$ cat config.mk
export PLATFORM = sky130hd
export DESIGN_NAME = cv32e40p_irq_arbiter
export DESIGN_NICKNAME = d
export VERILOG_FILES = /design/src/rtl/cv32e40p_irq_pkg.sv /design/src/rtl/cv32e40p_irq_prio_tree.sv /design/src/rtl/cv32e40p_irq_arbiter.sv
export SDC_FILE = /design/constraint.sdc
export NUM_CORES = 2
export LEC_CHECK = 0
export ABC_AREA = 1
export CAP_MARGIN = 10
export CORE_MARGIN = 3
export CORE_UTILIZATION = 40
export CTS_CLUSTER_SIZE = 16
export DETAILED_ROUTE_END_ITERATION = 10
export GPL_TIMING_DRIVEN = 0
export PLACE_DENSITY = 0.53
export SLEW_MARGIN = 40
export SYNTH_ARGS = -nofsm -noshare
export SYNTH_HDL_FRONTEND = slang
export SYNTH_SLANG_ARGS = --single-unit
$ cat constraint.sdc
create_clock -name clk_i -period 46.2 [get_ports clk_i]
set_input_delay 13.86 -clock clk_i [delete_from_list [all_inputs] [get_ports clk_i]]
set_output_delay 13.86 -clock clk_i [all_outputs]
set_load 0.05 [all_outputs]
$ cat src/rtl/cv32e40p_irq_pkg.sv
// Shared types for the CLIC-style interrupt arbiter: per-source config, candidate record, pick helper.
package cv32e40p_irq_pkg;

   // Storage widths of the shared structs; instance widths must not exceed these.
   localparam int unsigned IRQ_ID_W_MAX    = 8;
   localparam int unsigned IRQ_LEVEL_W_MAX = 16;

   // Bit positions in cfg_wdata, relative to LEVEL_W (level occupies [LEVEL_W-1:0]).
   localparam int unsigned CFG_SHV_OFS  = 0;
   localparam int unsigned CFG_EDGE_OFS = 1;
   localparam int unsigned CFG_IE_OFS   = 2;

   typedef struct packed {
      logic                       ie;
      logic                       edge_trig;
      logic                       shv;
      logic [IRQ_LEVEL_W_MAX-1:0] level;
   } irq_cfg_t;

   typedef struct packed {
      logic                       valid;
      logic [IRQ_ID_W_MAX-1:0]    id;
      logic [IRQ_LEVEL_W_MAX-1:0] level;
      logic                       shv;
   } irq_sel_t;

   // Pick the better of two candidates; 'hi' always carries the higher ids, so it wins ties.
   function automatic irq_sel_t irq_sel_pick(irq_sel_t lo, irq_sel_t hi);
      irq_sel_t res;
      res = lo;
      if (!lo.valid) begin
         res = hi;
      end else if (hi.valid && (hi.level >= lo.level)) begin
         res = hi;
      end
      return res;
   endfunction

endpackage

$ cat src/rtl/cv32e40p_irq_prio_tree.sv
// Combinational balanced max-tree over candidates; highest level wins, higher id on ties.
module cv32e40p_irq_prio_tree
   import cv32e40p_irq_pkg::*;
#(
   parameter int unsigned N = 32
) (
   input  irq_sel_t [N-1:0] sel_i,
   output irq_sel_t         sel_o
);

   // Heap layout: leaves at [N-1 .. 2N-2] in id order, node k has children 2k+1 (low) and 2k+2 (high).
   irq_sel_t node [2*N-1];

   // Reduce leaves pairwise towards the root.
   always_comb begin
      node = '{default: '0};
      for (int i = 0; i < int'(N); i++) begin
         node[int'(N) - 1 + i] = sel_i[i];
      end
      for (int k = int'(N) - 2; k >= 0; k--) begin
         node[k] = irq_sel_pick(node[2*k + 1], node[2*k + 2]);
      end
   end

   assign sel_o = node[0];

endmodule

$ cat src/rtl/cv32e40p_irq_arbiter.sv
// Interrupt arbiter: per-source pending/config state, priority selection and registered request to the core.
module cv32e40p_irq_arbiter
   import cv32e40p_irq_pkg::*;
#(
   parameter  int unsigned NUM_SRC = 32,
   parameter  int unsigned LEVEL_W = 8,
   localparam int unsigned ID_W    = $clog2(NUM_SRC)
) (
   input  logic               clk_i,
   input  logic               rst_i,
   input  logic [NUM_SRC-1:0] src_i,
   input  logic               cfg_we_i,
   input  logic [ID_W-1:0]    cfg_idx_i,
   input  logic [LEVEL_W+2:0] cfg_wdata_i,
   input  logic [LEVEL_W-1:0] thresh_i,
   output logic               irq_valid_o,
   output logic [ID_W-1:0]    irq_id_o,
   output logic [LEVEL_W-1:0] irq_level_o,
   output logic               irq_shv_o,
   input  logic               irq_ack_i,
   input  logic [ID_W-1:0]    irq_ack_id_i,
   output logic [NUM_SRC-1:0] pend_o
);

   irq_cfg_t                  cfg_q [NUM_SRC];
   irq_cfg_t                  cfg_wr;
   logic [NUM_SRC-1:0]        src_q;
   logic [NUM_SRC-1:0]        pend_edge_q;
   logic [NUM_SRC-1:0]        pend_edge_d;
   logic [NUM_SRC-1:0]        pend;
   irq_sel_t [NUM_SRC-1:0]    cand;
   irq_sel_t                  win;

   // Unpack the config write word.
   always_comb begin
      cfg_wr           = '0;
      cfg_wr.ie        = cfg_wdata_i[LEVEL_W + CFG_IE_OFS];
      cfg_wr.edge_trig = cfg_wdata_i[LEVEL_W + CFG_EDGE_OFS];
      cfg_wr.shv       = cfg_wdata_i[LEVEL_W + CFG_SHV_OFS];
      cfg_wr.level     = IRQ_LEVEL_W_MAX'(cfg_wdata_i[LEVEL_W-1:0]);
   end

   // Pending update and eligibility; a new rising edge beats a same-cycle ack, and the acked id sits out one arbitration.
   always_comb begin
      pend_edge_d = '0;
      pend        = '0;
      cand        = '0;
      for (int i = 0; i < int'(NUM_SRC); i++) begin
         logic               rise;
         logic               ack_hit;
         logic [LEVEL_W-1:0] lvl;
         rise    = src_i[i] & ~src_q[i];
         ack_hit = irq_ack_i && (irq_ack_id_i == ID_W'(i));
         lvl     = LEVEL_W'(cfg_q[i].level);

         pend_edge_d[i] = cfg_q[i].edge_trig & (rise | (pend_edge_q[i] & ~ack_hit));
         if (cfg_we_i && (cfg_idx_i == ID_W'(i)) && !cfg_wr.edge_trig) begin
            pend_edge_d[i] = 1'b0;
         end

         pend[i] = cfg_q[i].edge_trig ? pend_edge_q[i] : src_i[i];

         cand[i].valid = pend[i] & cfg_q[i].ie & (lvl != '0) & (lvl > thresh_i) & ~ack_hit;
         cand[i].id    = IRQ_ID_W_MAX'(i);
         cand[i].level = IRQ_LEVEL_W_MAX'(lvl);
         cand[i].shv   = cfg_q[i].shv;
      end
   end

   cv32e40p_irq_prio_tree #(
      .N (NUM_SRC)
   ) u_prio_tree (
      .sel_i (cand),
      .sel_o (win)
   );

   assign pend_o = pend;

   // Config, edge-detect history, pending bits and the registered request.
   always_ff @(posedge clk_i or posedge rst_i) begin
      if (rst_i) begin
         for (int i = 0; i < int'(NUM_SRC); i++) begin
            cfg_q[i] <= '0;
         end
         src_q       <= '0;
         pend_edge_q <= '0;
         irq_valid_o <= 1'b0;
         irq_id_o    <= '0;
         irq_level_o <= '0;
         irq_shv_o   <= 1'b0;
      end else begin
         for (int i = 0; i < int'(NUM_SRC); i++) begin
            if (cfg_we_i && (cfg_idx_i == ID_W'(i))) begin
               cfg_q[i] <= cfg_wr;
            end
         end
         src_q       <= src_i;
         pend_edge_q <= pend_edge_d;
         irq_valid_o <= win.valid;
         if (win.valid) begin
            irq_id_o    <= ID_W'(win.id);
            irq_level_o <= LEVEL_W'(win.level);
            irq_shv_o   <= win.shv;
         end
      end
   end

endmodule

==> impl_results.md <==
* Top cells by area, synth: dfrtp_1, ha_1, nand2_1, inv_1, nand3_1
* Total GRT Usage at 0.275
* VDD IR max at 32.1 µV
* CTS buffer count at 52
* Area grow syn2layout at 13.8%
* Worst setup EP type: output pin
* Share of the synthesized area in the top cell type at 0.311
* Post-synth net total at 5595
* # DRC at 0
* Most frequent cell after synthesis: nand2_1
* Setup Total Neg Slack at 0 ns
* Number of fill cells in the layout at 8953
* Fin cells at 6390
* Num ports at 112
* Placed inst area at 37700 µm²
* DRT Pass-1 Iters at 6
* First-pass GRT wire length at 190 mm
* Post-CTS sizing at 0
* Yosys cell types at 39
* Sink of the worst hold path: cand[676]
* Initial Utilization at 0.406
* Main synth FF type: dfrtp_1
* Hold Path Depth at 2
* Hold buffers post-CTS at 0
* GR Overflow Total at 0
* Total Wirelength at 125 mm
* Worst setup slack after layout at 16.54 ns
* Status: complete, no violations
* Port Buffers at 111
* Register area at 10800 µm²
* CTS Root Cell: clkbuf_16
* Post-layout util at 0.462
* Post-synthesis sequential area ratio at 0.311
* Final Cell Area at 39500 µm²
* Worst EP arrival at 15.80 ns
* DP Wirelength at 95.9 mm
* Final Hold Vio Count at 0
* Die area at 90400 µm²
* CP Launch Type: primary input
* Die Ht at 301 µm
* Synthesized cell area at 34700 µm²
* CP max FO at 3
* Placer Congestion at 0.932
* Fin crit period at 29.66 ns
* CTS tree: done
* Reg-to-reg setup timing slack at 37.73 ns
* CP peak stage delay at 0.75 ns
* Worst-margin pin slew at 0.882 ns
* Iteration-0 DRC Markers at 2650
* Final Net Count at 5776
* Die width at 301 µm
* Htree depth at 2
* Buf/Inv on CP at 3
* HP Start: cand[676]
* Hold WC Path Type: flop to flop
* Core area at 85500 µm²
* Dpl ws at 16.62 ns
* PwrDens at 46.3 nW/µm²
* Largest net degree at the start of global routing at 75
* Floorplan row count at 107
* Max Freq at 0.0337 GHz
* Mapped Cells at 5026
* LEAKAGE at 21.3 nW
* Crit path depth at 4
* Critical R2R Capture: irq_id_o[1]
* Delay-heaviest family, CP: buffers and inverters
* Setup CP Type: primary input to output pin
* RSZ-0062 raised after global routing: false
* Crit path required time at 32.34 ns
* Share of layout cells above drive strength 1 at 0.0408
* Max-cap violations at 0
* Post-synth EDFFs at 0
* Yosys warns at 0
* Yosys top cell by area: dfrtp_1
* Commonest cells post-synth: nand2_1, inv_1, ha_1
* Final setup vio count at 0
* Worst skew pair latency at 0.62 ns
* Vias in the first global route at 31000
* Synthesized area per cell at 6.91 µm²
* Crit-path cells: clkdlybuf4s50_1 -> o21ai_0 -> inv_1 -> clkdlybuf4s50_1
* FFs w/ async S/R, synth at 1.00
* Most used cell, CP: clkdlybuf4s50_1
* Crit path max-delay cell type: clkdlybuf4s50_1
* Clk sink count at 431
* Final worst-path cycle share at 0.642
* Clk_skew at 0.0222 ns
* DR WL/cell at 19.6 µm
* Pins Over Slew Limit at 0
* Reg2reg start: cand[268]
* Post-CTS Setup Bufs at 0
* Seq cells post-synth at 431
* DR vias/cell at 5.20
* Routed via count at 33200
* Reg2reg path depth at 54
* Slew Limit Headroom at 0.412
* Clock Path Buffers at 3
* Placed cells at 6297
* Initial antenna violation count at 1
* Multi-input gate area at 20800 µm²
* Post-DRT Antenna Nets at 0
* CTS clk-pin slew, worst paths at 0.06 ns
==> layer usage <==
layer / global-route usage / vias up / part of all wire / routed length [µm]
met1: 0.404 / 15600 / 0.48 / 60400
met4: 0.0643 / 0 / 0.026 / 3200
met3: 0.0338 / 147 / 0.056 / 6980
met5: 0 / - / 0 / 0
li1: - / 16700 / - / -
met2: 0.430 / 755 / 0.44 / 54400
==> per-stage QoR <==
| step | hold slack, ns | power [mW] |
|---|---|---|
| 6_report | 0.478 | 1.83 |
| 5_1_grt | 0.503 | 1.99 |
| 4_1_cts | 0.478 | 1.84 |
| 3_5_place_dp | 0.464 | 1.38 |
| 3_3_place_gp | 0.459 | 1.37 |
| 2_1_floorplan | 0.444 | 1.12 |
==> area by class of cell <==
| type | instances | area share |
|---|---|---|
| Clock buffer | 79 | 0.0411 |
| Buffer | 145 | 0.0164 |
| Tap cell | 1144 | 0.0362 |
| Inverter | 676 | 0.0649 |
| Sequential cell | 431 | 0.273 |
| Antenna cell | 1 | 0.0000633 |
| Multi-Input combinational cell | 3774 | 0.526 |
| Timing Repair Buffer | 127 | 0.0376 |
| Clock inverter | 13 | 0.00510 |
==> logic make-up (layout without fill, tap and decap cells) <==
logic type | count (synthesis) | count (layout) | share of synthesized area
buffers and inverters | 821 | 1040 | 0.0909
other | 0 | 1 | 0
AO/OA/AOI/OAI | 713 | 713 | 0.111
adder cells (fa/ha/maj) | 504 | 504 | 0.182
AND/OR/NAND/NOR | 2557 | 2557 | 0.305
flip-flops | 431 | 431 | 0.311
==> power breakdown <==
group | switching, mW | internal, mW
registers | 0.0871 | 0.452
logic | 0.538 | 0.309
clock network | 0.177 | 0.268
total | 0.802 | 1.03
==> cells in the final DEF (no fill, tap or decap), drive strengths merged <==
cell,count
a211oi,1
inv,673
nand2,1578
clkdlybuf4s50,110
o2111ai,4
ha,504
buf,53
nor4,1
bufinv,5
dfrtp,431
and2,38
a22oi,18
nand3b,7
a21o,13
or2,2
nand4,73
o22ai,1
a21oi,237
o21bai,22
o21ai,370
nor3,36
nor2,402
a21boi,4
clkbuf,188
o21a,35
clkinv,11
o211ai,8
nand3,420
diode,1
==> state kept, by name, summed over array words and instances (netlist names) <==
signal       count
irq_valid_o      1
pend_edge_q     32
src_q           32
cfg_q           64
cand           288
irq_level_o      8
irq_id_o         5
irq_shv_o        1
==> worst min-delay path, stage by stage, from the launching register on <==
cell and delay (ns):
dfrtp_1 0.34, nand2_1 0.05, o21ai_0 0.06
==> worst max path at each step <==
stage                   start          to  slack, ns
global route         src_i[1]   pend_o[1]      16.56
detailed placement   src_i[1]   pend_o[1]      16.62
global placement        rst_i  cfg_q[265]      13.80
floorplan           src_i[13]  pend_o[13]      18.03
finish               src_i[1]   pend_o[1]      16.54
CTS                  src_i[1]   pend_o[1]      16.61
Note: power is estimated with default switching activity, not from simulation.
